$ cat src/rtl/vx_warp_ctl_unit_pkg.sv
// Shared warp-control types: op codes, per-op control payloads and sizing constants.
// Used by vx_warp_ctl_unit and vx_barrier_table.
package gpu_types;

    localparam int unsigned NUM_THREADS  = 4;
    localparam int unsigned NUM_WARPS    = 4;
    localparam int unsigned NUM_BARRIERS = 4;
    localparam int unsigned GPU_OP_BITS  = 3;

    localparam int unsigned NT_BITS  = (NUM_THREADS > 1) ? $clog2(NUM_THREADS) : 1;
    localparam int unsigned NW_BITS  = (NUM_WARPS > 1) ? $clog2(NUM_WARPS) : 1;
    localparam int unsigned NB_BITS  = (NUM_BARRIERS > 1) ? $clog2(NUM_BARRIERS) : 1;
    localparam int unsigned CNT_BITS = $clog2(NUM_WARPS + 1);

    typedef enum logic [GPU_OP_BITS-1:0] {
        OpTmc    = 3'd0,
        OpWspawn = 3'd1,
        OpSplit  = 3'd2,
        OpBar    = 3'd4,
        OpPred   = 3'd5
    } gpu_op_e;

    typedef struct packed {
        logic                   valid;
        logic [NUM_THREADS-1:0] tmask;
    } gpu_tmc_t;

    typedef struct packed {
        logic                 valid;
        logic [NUM_WARPS-1:0] wmask;
        logic [31:0]          pc;
    } gpu_wspawn_t;

    typedef struct packed {
        logic                   valid;
        logic                   diverged;
        logic [NUM_THREADS-1:0] then_tmask;
        logic [NUM_THREADS-1:0] else_tmask;
        logic [31:0]            pc;
    } gpu_split_t;

    // A barrier entry releases when valid & !stall.
    typedef struct packed {
        logic                 valid;
        logic [NB_BITS-1:0]   id;
        logic                 stall;
        logic [NUM_WARPS-1:0] release_wmask;
    } gpu_barrier_t;

    // Warps 0..n-1 spawn; n beyond NUM_WARPS saturates to all-ones.
    function automatic logic [NUM_WARPS-1:0] spawn_mask(input logic [31:0] n);
        logic [NUM_WARPS-1:0] m;
        m = '0;
        for (int i = 0; i < int'(NUM_WARPS); i++) begin
            m[i] = (32'(i) < n);
        end
        return m;
    endfunction

    function automatic logic [CNT_BITS-1:0] barrier_size(input logic [31:0] n);
        return (n > 32'(NUM_WARPS)) ? CNT_BITS'(NUM_WARPS) : n[CNT_BITS-1:0];
    endfunction

endpackage

$ cat src/rtl/vx_warp_ctl_unit_barrier_table.sv
// Barrier table: per-id arrived-warp mask and arrival count, with the release decision for
// the barrier currently being issued. State updates only on an accepted arrival.
module vx_barrier_table
    import gpu_types::*;
(
    input  logic                 clk,
    input  logic                 reset,
    input  logic                 arrive,
    input  logic [NB_BITS-1:0]   bar_id,
    input  logic [NW_BITS-1:0]   bar_wid,
    input  logic [CNT_BITS-1:0]  bar_size,
    output logic                 stall,
    output logic [NUM_WARPS-1:0] release_wmask
);

    logic [NUM_WARPS-1:0] arrived_q [NUM_BARRIERS];
    logic [NUM_WARPS-1:0] arrived_d [NUM_BARRIERS];
    logic [CNT_BITS-1:0]  count_q   [NUM_BARRIERS];
    logic [CNT_BITS-1:0]  count_d   [NUM_BARRIERS];

    logic [NUM_WARPS-1:0] self_mask;
    logic [NUM_WARPS-1:0] merged_mask;
    logic [CNT_BITS-1:0]  new_count;
    logic                 done;

    always_comb begin
        self_mask          = '0;
        self_mask[bar_wid] = 1'b1;
        merged_mask        = arrived_q[bar_id] | self_mask;
        // A warp re-arriving at the same barrier must not be counted twice.
        new_count          = count_q[bar_id] + CNT_BITS'(!arrived_q[bar_id][bar_wid]);
        done               = (new_count >= bar_size);
        stall              = !done;
        release_wmask      = done ? merged_mask : '0;

        arrived_d = arrived_q;
        count_d   = count_q;
        if (arrive) begin
            if (done) begin
                arrived_d[bar_id] = '0;
                count_d[bar_id]   = '0;
            end else begin
                arrived_d[bar_id] = merged_mask;
                count_d[bar_id]   = new_count;
            end
        end
    end

    always_ff @(posedge clk or negedge reset) begin
        if (!reset) begin
            arrived_q <= '{default: '0};
            count_q   <= '{default: '0};
        end else begin
            arrived_q <= arrived_d;
            count_q   <= count_d;
        end
    end

endmodule

$ cat src/rtl/vx_warp_ctl_unit.sv
// Warp-control execute unit: decodes control ops into a response FIFO and drives commit plus
// warp-control payloads from its head. Define WCTL_PERF_EN to add per-op performance counters.
module vx_warp_ctl_unit
    import gpu_types::*;
#(
    parameter int unsigned RSP_DEPTH = 2,
    parameter int unsigned UUID_BITS = 44
) (
    input  logic                       clk,
    input  logic                       reset,

    input  logic                       req_valid,
    output logic                       req_ready,
    input  logic [UUID_BITS-1:0]       req_uuid,
    input  logic [NW_BITS-1:0]         req_wid,
    input  logic [NUM_THREADS-1:0]     req_tmask,
    input  logic [31:0]                req_PC,
    input  logic [31:0]                req_next_PC,
    input  logic [GPU_OP_BITS-1:0]     req_op,
    input  logic [NT_BITS-1:0]         req_tid,
    input  logic [NUM_THREADS*32-1:0]  req_rs1,
    input  logic [NUM_THREADS*32-1:0]  req_rs2,

`ifdef WCTL_PERF_EN
    output logic [31:0]                perf_tmc,
    output logic [31:0]                perf_wspawn,
    output logic [31:0]                perf_split,
    output logic [31:0]                perf_bar,
    output logic [31:0]                perf_stall,
`endif

    output logic                       cmt_valid,
    input  logic                       cmt_ready,
    output logic [UUID_BITS-1:0]       cmt_uuid,
    output logic [NW_BITS-1:0]         cmt_wid,
    output logic [NUM_THREADS-1:0]     cmt_tmask,
    output logic [31:0]                cmt_PC,
    output logic                       cmt_eop,

    output logic                       wctl_valid,
    output logic [NW_BITS-1:0]         wctl_wid,
    output gpu_tmc_t                   wctl_tmc,
    output gpu_wspawn_t                wctl_wspawn,
    output gpu_split_t                 wctl_split,
    output gpu_barrier_t               wctl_barrier
);

    localparam int unsigned PTR_BITS = (RSP_DEPTH > 1) ? $clog2(RSP_DEPTH) : 1;
    localparam int unsigned FC_BITS  = $clog2(RSP_DEPTH + 1);

    typedef struct packed {
        logic [UUID_BITS-1:0]   uuid;
        logic [NW_BITS-1:0]     wid;
        logic [NUM_THREADS-1:0] tmask;
        logic [31:0]            pc;
        logic                   is_ctl;
        gpu_tmc_t               tmc;
        gpu_wspawn_t            wspawn;
        gpu_split_t             split;
        gpu_barrier_t           barrier;
    } rsp_entry_t;

    rsp_entry_t           mem_q [RSP_DEPTH];
    rsp_entry_t           mem_d [RSP_DEPTH];
    logic [PTR_BITS-1:0]  wr_ptr_q, wr_ptr_d;
    logic [PTR_BITS-1:0]  rd_ptr_q, rd_ptr_d;
    logic [FC_BITS-1:0]   count_q, count_d;

    logic [31:0]            rs1_lane [NUM_THREADS];
    logic [31:0]            rs2_lane [NUM_THREADS];
    logic [31:0]            rs1_s;
    logic [31:0]            rs2_s;
    logic [NUM_THREADS-1:0] taken;
    logic [NUM_THREADS-1:0] pred_taken;
    logic                   push;
    logic                   pop;
    logic                   bar_arrive;
    logic                   bar_stall;
    logic [NUM_WARPS-1:0]   bar_release_wmask;
    rsp_entry_t             new_entry;
    rsp_entry_t             head;

    always_comb begin
        for (int i = 0; i < int'(NUM_THREADS); i++) begin
            rs1_lane[i] = req_rs1[i*32 +: 32];
            rs2_lane[i] = req_rs2[i*32 +: 32];
            taken[i]    = |req_rs1[i*32 +: 32];
        end
        rs1_s      = rs1_lane[req_tid];
        rs2_s      = rs2_lane[req_tid];
        pred_taken = req_tmask & taken;
    end

    assign push       = req_valid & req_ready;
    assign pop        = cmt_valid & cmt_ready;
    assign bar_arrive = push & (req_op == OpBar);

    vx_barrier_table u_barrier_table (
        .clk           (clk),
        .reset         (reset),
        .arrive        (bar_arrive),
        .bar_id        (rs1_s[NB_BITS-1:0]),
        .bar_wid       (req_wid),
        .bar_size      (barrier_size(rs2_s)),
        .stall         (bar_stall),
        .release_wmask (bar_release_wmask)
    );

    always_comb begin
        new_entry       = '0;
        new_entry.uuid  = req_uuid;
        new_entry.wid   = req_wid;
        new_entry.tmask = req_tmask;
        new_entry.pc    = req_PC;
        case (req_op)
            OpTmc: begin
                new_entry.is_ctl    = 1'b1;
                new_entry.tmc.valid = 1'b1;
                new_entry.tmc.tmask = rs1_s[NUM_THREADS-1:0];
            end
            OpPred: begin
                // No lane taken keeps the original mask so the warp never goes fully idle.
                new_entry.is_ctl    = 1'b1;
                new_entry.tmc.valid = 1'b1;
                new_entry.tmc.tmask = (|pred_taken) ? pred_taken : req_tmask;
            end
            OpWspawn: begin
                new_entry.is_ctl       = 1'b1;
                new_entry.wspawn.valid = 1'b1;
                new_entry.wspawn.wmask = spawn_mask(rs1_s);
                new_entry.wspawn.pc    = rs2_s;
            end
            OpSplit: begin
                new_entry.is_ctl           = 1'b1;
                new_entry.split.valid      = 1'b1;
                new_entry.split.then_tmask = req_tmask & taken;
                new_entry.split.else_tmask = req_tmask & ~taken;
                new_entry.split.diverged   = (|(req_tmask & taken)) & (|(req_tmask & ~taken));
                new_entry.split.pc         = req_next_PC;
            end
            OpBar: begin
                new_entry.is_ctl                = 1'b1;
                new_entry.barrier.valid         = 1'b1;
                new_entry.barrier.id            = rs1_s[NB_BITS-1:0];
                new_entry.barrier.stall         = bar_stall;
                new_entry.barrier.release_wmask = bar_release_wmask;
            end
            default: ;
        endcase
    end

    always_comb begin
        mem_d    = mem_q;
        wr_ptr_d = wr_ptr_q;
        rd_ptr_d = rd_ptr_q;
        count_d  = count_q + FC_BITS'(push) - FC_BITS'(pop);
        if (push) begin
            mem_d[wr_ptr_q] = new_entry;
            wr_ptr_d = (wr_ptr_q == PTR_BITS'(RSP_DEPTH - 1)) ? '0 : wr_ptr_q + PTR_BITS'(1);
        end
        if (pop) begin
            rd_ptr_d = (rd_ptr_q == PTR_BITS'(RSP_DEPTH - 1)) ? '0 : rd_ptr_q + PTR_BITS'(1);
        end
    end

    always_ff @(posedge clk or negedge reset) begin
        if (!reset) begin
            mem_q    <= '{default: '0};
            wr_ptr_q <= '0;
            rd_ptr_q <= '0;
            count_q  <= '0;
        end else begin
            mem_q    <= mem_d;
            wr_ptr_q <= wr_ptr_d;
            rd_ptr_q <= rd_ptr_d;
            count_q  <= count_d;
        end
    end

    // Ready is gated by reset so it drops immediately and returns in the first free cycle.
    assign req_ready = reset & (count_q < FC_BITS'(RSP_DEPTH));
    assign cmt_valid = (count_q != '0);
    assign head      = cmt_valid ? mem_q[rd_ptr_q] : '0;

    assign cmt_uuid     = head.uuid;
    assign cmt_wid      = head.wid;
    assign cmt_tmask    = head.tmask;
    assign cmt_PC       = head.pc;
    assign cmt_eop      = 1'b1;
    assign wctl_valid   = pop & head.is_ctl;
    assign wctl_wid     = head.wid;
    assign wctl_tmc     = head.tmc;
    assign wctl_wspawn  = head.wspawn;
    assign wctl_split   = head.split;
    assign wctl_barrier = head.barrier;

`ifdef WCTL_PERF_EN
    logic [31:0] perf_tmc_q, perf_tmc_d;
    logic [31:0] perf_wspawn_q, perf_wspawn_d;
    logic [31:0] perf_split_q, perf_split_d;
    logic [31:0] perf_bar_q, perf_bar_d;
    logic [31:0] perf_stall_q, perf_stall_d;

    always_comb begin
        perf_tmc_d    = perf_tmc_q + 32'(push & (req_op == OpTmc));
        perf_wspawn_d = perf_wspawn_q + 32'(push & (req_op == OpWspawn));
        perf_split_d  = perf_split_q + 32'(push & (req_op == OpSplit));
        perf_bar_d    = perf_bar_q + 32'(bar_arrive);
        perf_stall_d  = perf_stall_q + 32'(cmt_valid & !cmt_ready);
    end

    always_ff @(posedge clk or negedge reset) begin
        if (!reset) begin
            perf_tmc_q    <= '0;
            perf_wspawn_q <= '0;
            perf_split_q  <= '0;
            perf_bar_q    <= '0;
            perf_stall_q  <= '0;
        end else begin
            perf_tmc_q    <= perf_tmc_d;
            perf_wspawn_q <= perf_wspawn_d;
            perf_split_q  <= perf_split_d;
            perf_bar_q    <= perf_bar_d;
            perf_stall_q  <= perf_stall_d;
        end
    end

    assign perf_tmc    = perf_tmc_q;
    assign perf_wspawn = perf_wspawn_q;
    assign perf_split  = perf_split_q;
    assign perf_bar    = perf_bar_q;
    assign perf_stall  = perf_stall_q;
`endif

endmodule

$ cat config.mk
export PLATFORM = sky130hd
export DESIGN_NAME = vx_warp_ctl_unit
export DESIGN_NICKNAME = d
export VERILOG_FILES = /design/src/rtl/vx_warp_ctl_unit_pkg.sv /design/src/rtl/vx_warp_ctl_unit_barrier_table.sv /design/src/rtl/vx_warp_ctl_unit.sv
export SDC_FILE = /design/constraint.sdc
export NUM_CORES = 1
export LEC_CHECK = 0
export ABC_AREA = 1
export BUFFER_PORTS_ARGS = -buffer_cell sky130_fd_sc_hd__buf_2
export CORE_AREA = 2 2 219 221
export DETAILED_ROUTE_END_ITERATION = 8
export DIE_AREA = 0 0 221 223
export PLACE_DENSITY_LB_ADDON = 0.3
export RECOVER_POWER = 25
export REMOVE_ABC_BUFFERS = 1
export SYNTH_ARGS = -nofsm -noshare
export SYNTH_HDL_FRONTEND = slang
export SYNTH_HIERARCHICAL = 1
export SYNTH_SLANG_ARGS = --single-unit
$ cat constraint.sdc
create_clock -name clk -period 4.4 [get_ports clk]
set_clock_uncertainty 0.15 [all_clocks]
set_input_delay 0.66 -clock clk [delete_from_list [all_inputs] [get_ports clk]]
set_output_delay 0.66 -clock clk [all_outputs]
set_load 0.1 [all_outputs]
Word level (Yosys, flattened, before mapping)
Index checks and enable logic that the tools add are counted.

Add/sub/neg operators: 5. Multiply operators: 0. Div/mod/pow operators: 0. $lt $le $gt $ge: 15. Eq/ne operators: 4. Shift-type cells: 0. Mux-type cells: 41. Bitwise logic cells: 18. Reduce and logical (&&, ||, !) cells: 14.

Operator list (count): $mux 175 (5); $bwmux 350 (1); $demux 175 s1 (1); $bmux 32 s2 (2); $mux 32 (4); $reduce_or 32->1 (4); $lt 1x32->1 const A (2); $lt 2x32->1 const A (2); $mux 42 (1); $mux 37 (1); $gt 32x3->1 const B (1); $mux 4 (5); $and 16x16->16 (1); $bwmux 16 (1); $mux 16 (1); $not 16->16 (1); $and 12x12->12 (1); $bwmux 12 (1); $mux 12 (1); $mux 3 (4); $not 12->12 (1); $pmux 5 s2 (1); $and 4x4->4 (2); $bmux 4 s2 (1); other kinds (33) (52).

Bits in registers: 382. Latch bits: 0. Bits in writable memories: 0. Bits in read-only memories: 0. Input bits: 379. Output and inout port bits: 180. Memories: 0.

Logic depth before layout (Yosys ltp)
Word-level depth: 16. Gate-level depth with buffers: 28.

By module
Netlist, hierarchy kept.

By module, submodules not included: vx_warp_ctl_unit (instances 1, cells each 2464, area each 18013.5 µm², sequential area each 8858.5 µm²); vx_barrier_table (instances 1, cells each 228, area each 1595.3 µm², sequential area each 700.7 µm²).

Least setup slack after synthesis
OpenSTA, ideal clock, no wires.

Kind: flip-flop to output port. Start point: register, netlist name count_q[1]. End point: output port cmt_uuid[37]. Arrival time: 3472 ps. Path slack: 118 ps. Cell stages (with the launch flop): 7. Path buffers: 2. Path through: dfrtp_1 > nor2_1 > inv_1 > clkbuf_1 > clkbuf_1 > o21ai_0 > a21oi_1.

RTL lines: end: declaration (line vx_warp_ctl_unit.sv:34) `output logic [UUID_BITS-1:0] cmt_uuid,`.

Worst setup path in the final report
Start point: input port reset. End point: register mem_q[209] (netlist bit).

Cells in the longest elaborated chain, start to end: 2.

Ends and longest elaborated chain: start: declaration (line vx_warp_ctl_unit.sv:10) `input logic reset,`; $and 1x1->1 (line vx_warp_ctl_unit.sv:181) `assign req_ready = reset & (count_q < FC_BITS'(RSP_DEPTH));`; $and 1x1->1 (line vx_warp_ctl_unit.sv:94) `assign push = req_valid & req_ready;`; end signal: assignment (line vx_warp_ctl_unit.sv:173) `mem_q <= mem_d;`; end: declaration (line vx_warp_ctl_unit.sv:63) `rsp_entry_t mem_q [RSP_DEPTH];`.

No other way between the ends. A chain may end at the register's enable or synchronous reset.

==> impl_results.md <==
* Root Driver: clkbuf_16
* Placed Area at 22710 sq um
* Unrepaired setup endpoints after global routing: no
* Largest net degree at the start of global routing at about 160
* Nets at about 3500
* Rel. slew slack at -36.85%
* Skew-Pair Late Insertion Delay at 0.55 ns
* Setup Fix Bufs, Post-CTS at 0
* Crit-path max FO at 160
* Fraction of synthesized area in multiplexers at 0%
* Vert. Die Dim at approximately 220 microns
* Io pins at ~560
* Flip-flop and latch area at 9563 sq um
* Fill count at 4587
* Most used DFF post-synth: dfrtp_1
* Worst R2R End: mem_q[209]
* Final GP Congestion at 0.9668
* Clk sink count at 382
* Placeable Area at 47150 sq um
* Crit end category: register
* Post-DP HPWL at 42280 microns
* Worst-path cell chain: dlygate4sd3_1, buf_8, inv_1, nor2_1, nand2_1, nor2_1, buf_4, nand3_1, nand2_1
* Synthesized area per cell at 7.284 sq um
* H-tree Lvls at 2
* R2R Path Start: count_q[1]
* Slew @ Worst Pin at 2.053 ns
* Yosys cell types at 36
* Seq/Total Area, Yosys at 48.75%
* Antenna-violating nets left at 0
* Adder-Cell Fraction of Synth Area at 0.4467%
* Synth Area in XOR/XNOR at 0.1340%
* Seq cells post-synth at 382
* Final Cell Area at between 20000 and 25000 sq um
* Worst hold path endpoint: mem_q[296]
* Die ar. at around 49000 sq um
* Std-Cell Rows at 80
* Final setup violation count at 0
* 1st-pass router iterations at 5
* Startpoint types: primary input
* Clock-pin slew on the worst setup and hold paths at 0.06 ns
* Hold Fails Final Rpt at 0
* First-pass GRT wire length at 98600 microns
* Post-route clock period utilization at 90.83%
* Max Cap Viol at 2
* Status: finished with violations
* Layout cells sized above 1 at a little over a fifth
* Synth Cell Area at 19610 sq um
* Hold_sp: req_PC[28]
* Vias at 19679
* Cells after Synth at 2692
* Port buffer count at 557
* Post-Route WL at 62040 microns
* Critical Path AT at 4.32 ns
* Hold Path Stages at 3
* Vias in the first global route at 18746
* Simple-Gate Fraction of Synth Area at between 20 and 30%
* Period minus WS final at 3.996 ns
* Crit path kind: in -> reg
* Fin cells at 3808
* WL/cell at about 16 microns
* Failing checks: capacitance limit, slew limit
* Vias/cell at between 5 and 6
* Crit path max-delay cell type: buf_4
* Total GRT Usage at 24.47%
* CP peak stage delay at 1.34 ns
* Worst path required time at 4.73 ns
* CTS tree: done
* Final global-route overflow total at 0
* Fmax at 250.2 MHz
* Number of synthesized flops with an enable pin at 0
* DRC viols at 0
* R2r setup slk at 1.11 ns
* Bufs on Longest Clock Path at 3
* Placed insts at 3727
* Initial antenna violation count at 11
* Main combinational cell family by area after synthesis: simple AND/OR/NAND/NOR gates
* Initial Utilization at 41.59%
* Worst R2R Path Depth at 6
* Chip Width at ~220 microns
* Post-synth ARST share at 100.0%
* Yosys warns at 6
* Post-synthesis compound-gate area fraction at 16.53%
* Hold Crit Class: in -> reg
* Synthesis-to-finish area growth at 23.03%
* Final Max Tran Viols at 220
* Initial DRC Count at 1603
* Multi-input gate area at 8300 sq um
* CTS Buf Count at 42
==> Yosys cell counts (all sizes together) (2+ instances only) <==
master | number | area share, %
nand2 | 923 | 18
o21ai | 389 | 9.9
dfrtp | 382 | 49
inv | 246 | 4.7
nor2 | 220 | 4.4
a21oi | 199 | 5.1
nand3 | 103 | 2.7
buf | 91 | 2.7
clkbuf | 80 | 1.5
o22a | 19 | 0.85
nand4 | 10 | 0.32
ha | 7 | 0.45
a32o | 6 | 0.31
nor3 | 4 | 0.10
xnor2 | 2 | 0.089
==> logic make-up after synthesis <==
logic type / Yosys count
flops: 382
other cells: 1
xor+xnor: 3
buf+inv: 417
simple gates: 1261
compound gates: 621
fa+ha+maj: 7
==> layout make-up <==
| type | count | share of cell area [%] |
|---|---|---|
| flip-flops and latches | 382 | 39.64 |
| multi-input cells | 1893 | 34.41 |
| well taps | 615 | 3.190 |
| diodes | 4 | 0.04149 |
| clock buffers | 63 | 5.197 |
| clock inverters | 13 | 0.7053 |
| repair buffers | 592 | 12.93 |
| inverters | 246 | 3.890 |
==> through the flow <==
| stage | setup WS, ns | util, % | setup TNS, ns | hold slack [ns] |
|---|---|---|---|---|
| 3_5_place_dp | 0.1482 | 48.17 | 0 | 0.3031 |
| 4_1_cts | 0.6031 | 51.21 | 0 | 0.1379 |
| 3_3_place_gp | 0.2222 | 48.17 | 0 | 0.2976 |
| 6_report | 0.4036 | 51.17 | 0 | 0.1709 |
| 2_1_floorplan | -5.865 | - | -1005.14 | 0.2144 |
| 5_1_grt | 0.1967 | 51.16 | 0 | 0.1543 |
==> cell usage in the layout (no fill, tap or decap), drive strengths merged, types with 2 or more instances in the layout <==
cell type / n
nand4: 10
nand3: 103
ha: 7
nor3: 4
buf: 589
clkbuf: 65
dfrtp: 382
inv: 246
a32o: 6
o21ai: 389
nand2: 923
diode: 4
a21oi: 199
xnor2: 2
o22a: 19
nor2: 220
clkinv: 7
clkinvlp: 2
bufinv: 4
==> worst max-delay path: cells and delay by family <==
kind / cells / cell delay [ns]
buffers and inverters: 4 / 2.32
and+or+nand+nor: 5 / 0.97
==> worst max path at each step <==
| stage | slack [ns] | endpoint | start | depth (start not counted) |
|---|---|---|---|---|
| after global routing | 0.20 | mem_q[181] | reset | 9 |
| after CTS | 0.60 | cmt_wid[1] | count_q[1] | 7 |
| after global placement | 0.22 | u_barrier_table/arrived_q[13] | req_tid[1] | 25 |
| after detailed placement | 0.15 | mem_q[4] | req_tid[1] | 25 |
| final | 0.40 | mem_q[209] | reset | 9 |
| after floorplan | -5.87 | cmt_wid[0] | rd_ptr_q | 1 |
==> per-layer routing <==
| metal | global-route usage [%] | vias to the layer above | wire [microns] |
|---|---|---|---|
| met5 | 0 | - | 57 |
| met4 | 6.495 | 10 | 1239 |
| met3 | 5.413 | 95 | 4588 |
| met2 | 38.98 | 676 | 28720 |
| met1 | 33.78 | 9407 | 27440 |
| li1 | - | 9491 | - |
==> state kept, by name (all words and copies together), names as in the netlist <==
| signal | count |
|---|---|
| mem_q | 350 |
| u_barrier_table/arrived_q | 16 |
| count_q | 2 |
| rd_ptr_q | 1 |
| wr_ptr_q | 1 |
| u_barrier_table/count_q | 12 |
==> what timing repair did <==
action                                  4_1_cts  5_1_grt
endpoints found under the hold margin        41        0
hold buffers                                  1        0
resized for setup                             0        0
endpoints found under the setup margin        0        0
Power is left out: the tool's default activity adds up to more than one toggle a clock period on the data nets, which glitch-free logic cannot reach.
